### src/rtl/signed_comparator_unit_pkg.sv
// cmp_pkg: shared width and word type for the signed comparator datapath.
package cmp_pkg;
    localparam int CMP_WIDTH = 32;
    typedef logic [CMP_WIDTH-1:0] word_t;
endpackage

### src/rtl/signed_comparator_unit_slice.sv
// comparator_lt_slice: one MSB-first cell of the magnitude/equality ripple chain.
module comparator_lt_slice (
    input  logic a_i,
    input  logic b_i,
    input  logic lt_in,
    input  logic eq_in,
    output logic lt_out,
    output logic eq_out
);
    assign lt_out = lt_in | (eq_in & ~a_i & b_i);
    assign eq_out = eq_in & ~(a_i ^ b_i);
endmodule

### src/rtl/signed_comparator_unit.sv
// signed_comparator_unit: gate-level signed == and < with a registered copy.
module signed_comparator_unit
    import cmp_pkg::*;
#(
    parameter int N = CMP_WIDTH
) (
    input  logic         clk,
    input  logic         rst,
    input  logic [N-1:0] a,
    input  logic [N-1:0] b,
    output logic         equals,
    output logic         less_than,
    output logic         eq_q,
    output logic         lt_q
);
    logic [N-1:0] w_lt;
    logic [N-1:0] w_eq;
    logic         w_sign_diff;
    assign w_lt[N-1] = 1'b0;
    assign w_eq[N-1] = 1'b1;
    genvar i;
    generate
        for (i = N - 2; i >= 0; i--) begin : g_slice
            comparator_lt_slice u_slice (
                .a_i   (a[i]),
                .b_i   (b[i]),
                .lt_in (w_lt[i+1]),
                .eq_in (w_eq[i+1]),
                .lt_out(w_lt[i]),
                .eq_out(w_eq[i])
            );
        end
    endgenerate
    assign w_sign_diff = a[N-1] ^ b[N-1];
    assign equals      = w_eq[0] & ~w_sign_diff;
    // Differing signs: the negative operand is the smaller one.
    assign less_than   = w_sign_diff ? a[N-1] : w_lt[0];
    always_ff @(posedge clk or posedge rst) begin
        if (rst) begin
            eq_q <= 1'b0;
            lt_q <= 1'b0;
        end else begin
            eq_q <= equals;
            lt_q <= less_than;
        end
    end
endmodule

### config.mk
export PLATFORM = sky130hd
export DESIGN_NAME = signed_comparator_unit
export DESIGN_NICKNAME = d
export VERILOG_FILES = /design/src/rtl/signed_comparator_unit_pkg.sv /design/src/rtl/signed_comparator_unit_slice.sv /design/src/rtl/signed_comparator_unit.sv
export SDC_FILE = /design/constraint.sdc
export NUM_CORES = 1
export LEC_CHECK = 0
export ABC_AREA = 1
export ABC_CLOCK_PERIOD_IN_PS = 12300
export CORE_ASPECT_RATIO = 0.9
export CORE_MARGIN = 2
export CORE_UTILIZATION = 37
export CTS_CLUSTER_DIAMETER = 150
export DETAILED_ROUTE_END_ITERATION = 8
export PLACE_DENSITY = 0.93
export REMOVE_ABC_BUFFERS = 1
export SYNTH_ARGS = -nofsm -noshare
export SYNTH_HDL_FRONTEND = slang
export SYNTH_HIERARCHICAL = 1
export SYNTH_SLANG_ARGS = --single-unit
### constraint.sdc
create_clock -name clk -period 12.3 [get_ports clk]
set_input_delay 2.46 -clock clk [delete_from_list [all_inputs] [get_ports clk]]
set_output_delay 2.46 -clock clk [all_outputs]
set_load 0.05 [all_outputs]
---- Yosys cells after proc, flatten, opt, wreduce, memory -nomap -nowiden ----
Index checks and enable logic that the tools add are counted.
operators by class
  multiplexer cells ....................... 1
  bitwise logic cells ..................... 217
operators with widths
  cell         count
  $and 1x1->1  92
  $not 1->1    63
  $xor 1x1->1  32
  $or 1x1->1   30
  $mux 1       1
word-level totals
  register bits after elaboration ......... 2
  output and inout bits ................... 4
  input bits .............................. 66
  logic and storage cells ................. 220

---- Depth between registers and ports, before layout ----
  depth in word-level cells ............... 35
  depth in mapped cells ................... 66
  mapped depth without buffers ............ 66

---- Modules after synthesis ----
The synthesis kept the hierarchy.
modules (own cells, without submodules)
  module                  cells an instance  area each (um^2)  instances  sequential area each (um^2)
  comparator_lt_slice     8                  31.3              31         0.0
  signed_comparator_unit  12                 91.3              1          50.0

---- Worst setup path before layout ----
No wires, ideal clock.
  kind .................................... input port to output port
  start ................................... input port a[30]
  end ..................................... output port less_than
  data required time ...................... 9.840 ns
  buffers on the path ..................... 0
  path slack .............................. 1.383 ns
  cell stages on the path ................. 66
  arrival ................................. 8.457 ns
  cell sequence ........................... inv_1 > nand2_1 > nand2_1 > nor2_1 > nand2_1 > nor2_1 > nand2_1 > nor2_1 > nand2_1 > nor2_1 > nand2_1 > nor2_1 > nand2_1 > nor2_1 > nand2_1 > nor2_1 > nand2_1 > nor2_1 > [... 30 more ...] > nand2_1 > nor2_1 > nand2_1 > nor2_1 > nand2_1 > nor2_1 > nand2_1 > nor2_1 > nand2_1 > nor2_1 > nand2_1 > nor2_1 > nand2_1 > nor2_1 > nand3_1 > nand2_1 > inv_1 > a21oi_1
between the ends
  word-level cells in the longest chain between the ends .. 35
  elaborated cells on any way between the ends .. 124
  those cells by class .................... mux (1); bitwise (123)
ends and longest elaborated chain
  what                      RTL line                            RTL
  from (decl)               signed_comparator_unit.sv:9         input logic [N-1:0] a,
  $xor 1x1->1               signed_comparator_unit_slice.sv:11  assign eq_out = eq_in & ~(a_i ^ b_i);
  $not 1->1                 signed_comparator_unit_slice.sv:11
  via w_eq[30]              signed_comparator_unit.sv:17        logic [N-1:0] w_eq;
  $and 1x1->1               signed_comparator_unit_slice.sv:11
  via w_eq[29]              signed_comparator_unit.sv:17
  $and 1x1->1               signed_comparator_unit_slice.sv:11
  via w_eq[28]              signed_comparator_unit.sv:17
  $and 1x1->1               signed_comparator_unit_slice.sv:11
  via w_eq[27]              signed_comparator_unit.sv:17
  [... 1 more ...]          -
  via w_eq[26]              signed_comparator_unit.sv:17
  [... 1 more ...]          -
  via w_eq[25]              signed_comparator_unit.sv:17
  [... 1 more ...]          -
  via w_eq[24]              signed_comparator_unit.sv:17
  [... 1 more ...]          -
  via w_eq[23]              signed_comparator_unit.sv:17
  [... 1 more ...]          -
  via w_eq[22]              signed_comparator_unit.sv:17
  [... 1 more ...]          -
  via w_eq[21]              signed_comparator_unit.sv:17
  [... 1 more ...]          -
  via w_eq[20]              signed_comparator_unit.sv:17
  [... 1 more ...]          -
  via w_eq[19]              signed_comparator_unit.sv:17
  [... 1 more ...]          -
  via w_eq[18]              signed_comparator_unit.sv:17
  [... 1 more ...]          -
  via w_eq[17]              signed_comparator_unit.sv:17
  [... 1 more ...]          -
  via w_eq[16]              signed_comparator_unit.sv:17
  [... 1 more ...]          -
  via w_eq[15]              signed_comparator_unit.sv:17
  [... 1 more ...]          -
  via w_eq[14]              signed_comparator_unit.sv:17
  [... 1 more ...]          -
  via w_eq[13]              signed_comparator_unit.sv:17
  [... 1 more ...]          -
  via w_eq[12]              signed_comparator_unit.sv:17
  [... 1 more ...]          -
  via w_eq[11]              signed_comparator_unit.sv:17
  [... 1 more ...]          -
  via w_eq[10]              signed_comparator_unit.sv:17
  [... 1 more ...]          -
  via w_eq[9]               signed_comparator_unit.sv:17
  [... 1 more ...]          -
  via w_eq[8]               signed_comparator_unit.sv:17
  [... 1 more ...]          -
  via w_eq[7]               signed_comparator_unit.sv:17
  [... 1 more ...]          -
  via w_eq[6]               signed_comparator_unit.sv:17
  [... 1 more ...]          -
  via w_eq[5]               signed_comparator_unit.sv:17
  [... 1 more ...]          -
  via w_eq[4]               signed_comparator_unit.sv:17
  [... 1 more ...]          -
  via w_eq[3]               signed_comparator_unit.sv:17
  $and 1x1->1               signed_comparator_unit_slice.sv:11
  via w_eq[2]               signed_comparator_unit.sv:17
  $and 1x1->1               signed_comparator_unit_slice.sv:11
  via w_eq[1]               signed_comparator_unit.sv:17
  $and 1x1->1 (2 in a row)  signed_comparator_unit_slice.sv:10  assign lt_out = lt_in | (eq_in & ~a_i & b_i);
  $or 1x1->1                signed_comparator_unit_slice.sv:10
  via w_lt[0]               signed_comparator_unit.sv:16        logic [N-1:0] w_lt;
  $mux 1                    signed_comparator_unit.sv:37        assign less_than = w_sign_diff ? a[N-1] : w_lt[0];
  to (decl)                 signed_comparator_unit.sv:12        output logic less_than,
The timed path passes the listed nets, and every way through them passes these cells.

---- Worst setup path in the final report ----
Ends and elaborated chain as after synthesis.

==> impl_metrics.toml <==
[final_layout]
nNetsFinal = 402
area_growth_pct = 78.1
drive_gt1_frac = 0.0808
seq_area_um2 = 50.0
multi_input_area_um2 = 822
antennaDiodeCount = 0
fillers = 238
final_util = 0.688

[timing]
slew_viol_final = 0
fmaxAchievable_ghz = 0.0874
post-route-period-util = 0.930
final-setup-viol-count = 0
finalWorstSetupSlack_ns = 0.863
slew_headroom = 0.669
worst_pin_slew_ns = 0.495
min_period_ns = 11.44
hold_violations = 0

[place]
port_buffers = 69
pre_cts_ws_ns = 0.511
hpwl_um = 2290
place_congestion = 0.803

[global_routing]
overflow = 0
grt_pass1_wl_um = 4500
grt_max_degree = 4
grtUsageTotal = 0.173
grt_pass1_vias = 1238
antenna_found_initial = 0

[routing]
viasPerCell = 4.29
vias = 1605
routed_wl_um = 3020
final_antenna_net_count = 0
wl_per_cell_um = 8.08
first_pass_iters = 4
drc_errors = 0
drtIter0Drc = 83

[clocking]
hold_buffers = 0
cts_sinks = 2
clk_pin_slew_ns = 0.03
clock_path_buffers = 2
root_buffer = "clkbuf_4"
h-tree-depth = 1
cts_made_buffers = 3
cts_tree = "yes"

[yosys]
ys_warn_count = 6
yosys.area_share.adder = 0
synth-simple-area-share = 0.711
synth_cell_types = 8
syn_area_um2 = 1060
synth_seq_cells = 2
syn_area_per_cell_um2 = 4.08
synthCells = 260
synth_seq_area_share = 0.0472
synth_compound_area_frac = 0.00472
yosys.area_share.xor_xnor = 0
synth_mux_area_frac = 0
synth_top_family_by_area = "simple AND/OR/NAND/NOR gates"

[setup_path]
slowest_stage = "clkdlybuf4s50_1"
cp_slowest_stage_delay_ns = 0.45
cp-end-kind = "output port"
cp_max_fo = 3
path_class = "in -> out"
cpMostUsedCell = "nand2_1"
required_ns = 9.84
startpoint_type = "primary input"
critPathArrivalTime_ns = 8.98

[floorplan]
die_x_um = 60.4
die_h_um = 54.8
boundaryPins = 70
die-area_um2 = 3310
rows = 18
start_util = 0.386
coreArea_um2 = 2750

[job]
max-cap-violations = 0

[power]
vdd_drop_max_v = 0.0000195
p_leak_nw = 1.05
power_density_nw_per_um2 = 37.6

[outcome]
status = "finished clean"

[hold_path]
hp-class = "in -> async"
[cells in the mapped netlist]
library cell | instances | share of area
nand2_1 | 94 | 0.33
inv_1 | 65 | 0.23
nor2_1 | 64 | 0.23
nand3_1 | 31 | 0.15
conb_1 | 2 | 0.0071
dfrtp_1 | 2 | 0.047
a21oi_1 | 1 | 0.0047
nand2_2 | 1 | 0.0059
[kinds of logic (layout without fill, tap and decap cells)]
family | after synthesis | in the layout
buffers and inverters | 65 | 138
AOI/OAI and AO/OA | 1 | 1
other | 2 | 3
DFF | 2 | 2
and+or+nand+nor | 190 | 190
[stage by stage]
step	instances	hold WS (ns)	cell area [µm²]	power (mW)	setup TNS [ns]
after floorplan	261	2.20	1060	0.0267	0
after global placement	370	2.62	1800	0.0520	0
after detailed placement	370	2.63	1800	0.0531	0
after CTS	373	2.37	1820	0.0698	0
after global routing	374	2.42	1890	0.0780	-0.0692
final	374	2.39	1890	0.0710	0
[metal layers]
metal	track usage	vias up	part of all wire
li1	-	896	-
met2	0.335	53	0.49
met4	0.0543	0	0.019
met3	0.0142	6	0.064
met1	0.200	650	0.42
met5	0	-	0
[sequential cells by signal, indices dropped and copies added (netlist names)]
| signal | cells |
|---|---|
| lt_q | 1 |
| eq_q | 1 |
[power breakdown]
part	internal, mW	total, mW	switching [mW]
logic	0.0270	0.0484	0.0214
clock network	0.0108	0.0156	0.00474
registers	0.00697	0.00709	0.000124
total	0.0448	0.0710	0.0262
[layout make-up]
type                       count  area share
clock buffer                   3      0.0119
inverter                      65       0.129
multi-input combinational    194       0.435
sequential                     2      0.0265
tap                           40      0.0265
timing repair buffer          70       0.371
[final timing paths]
check / from / slack, ns / endpoint / depth (start not counted)
min in group clk: b[31] / 2.92 / eq_q / 5
max in group asynchronous: rst / 9.79 / eq_q / 2
worst min-delay path: rst / 2.39 / lt_q / 2
worst max-delay path: a[30] / 0.86 / less_than / 68
[critical path: cells and delay by family]
| kind | cells | cell delay (ns) |
|---|---|---|
| buffers and inverters | 4 | 0.74 |
| and+or+nand+nor | 63 | 5.62 |
| AOI/OAI and AO/OA | 1 | 0.15 |
[what timing repair did]
item,CTS,global route
setup endpoints to repair,0,2
hold endpoints to repair,0,0
gates resized for setup,0,22
setup buffers,0,1
[placed cells by master, fill, tap and decap left out, drive strengths merged]
| master | count |
|---|---|
| nor2 | 64 |
| buf | 3 |
| nand3 | 31 |
| inv | 65 |
| clkdlybuf4s50 | 67 |
| dfrtp | 2 |
| conb | 3 |
| nand2 | 95 |
| clkbuf | 3 |
| a21oi | 1 |
Note: power is estimated with default switching activity, not from simulation.
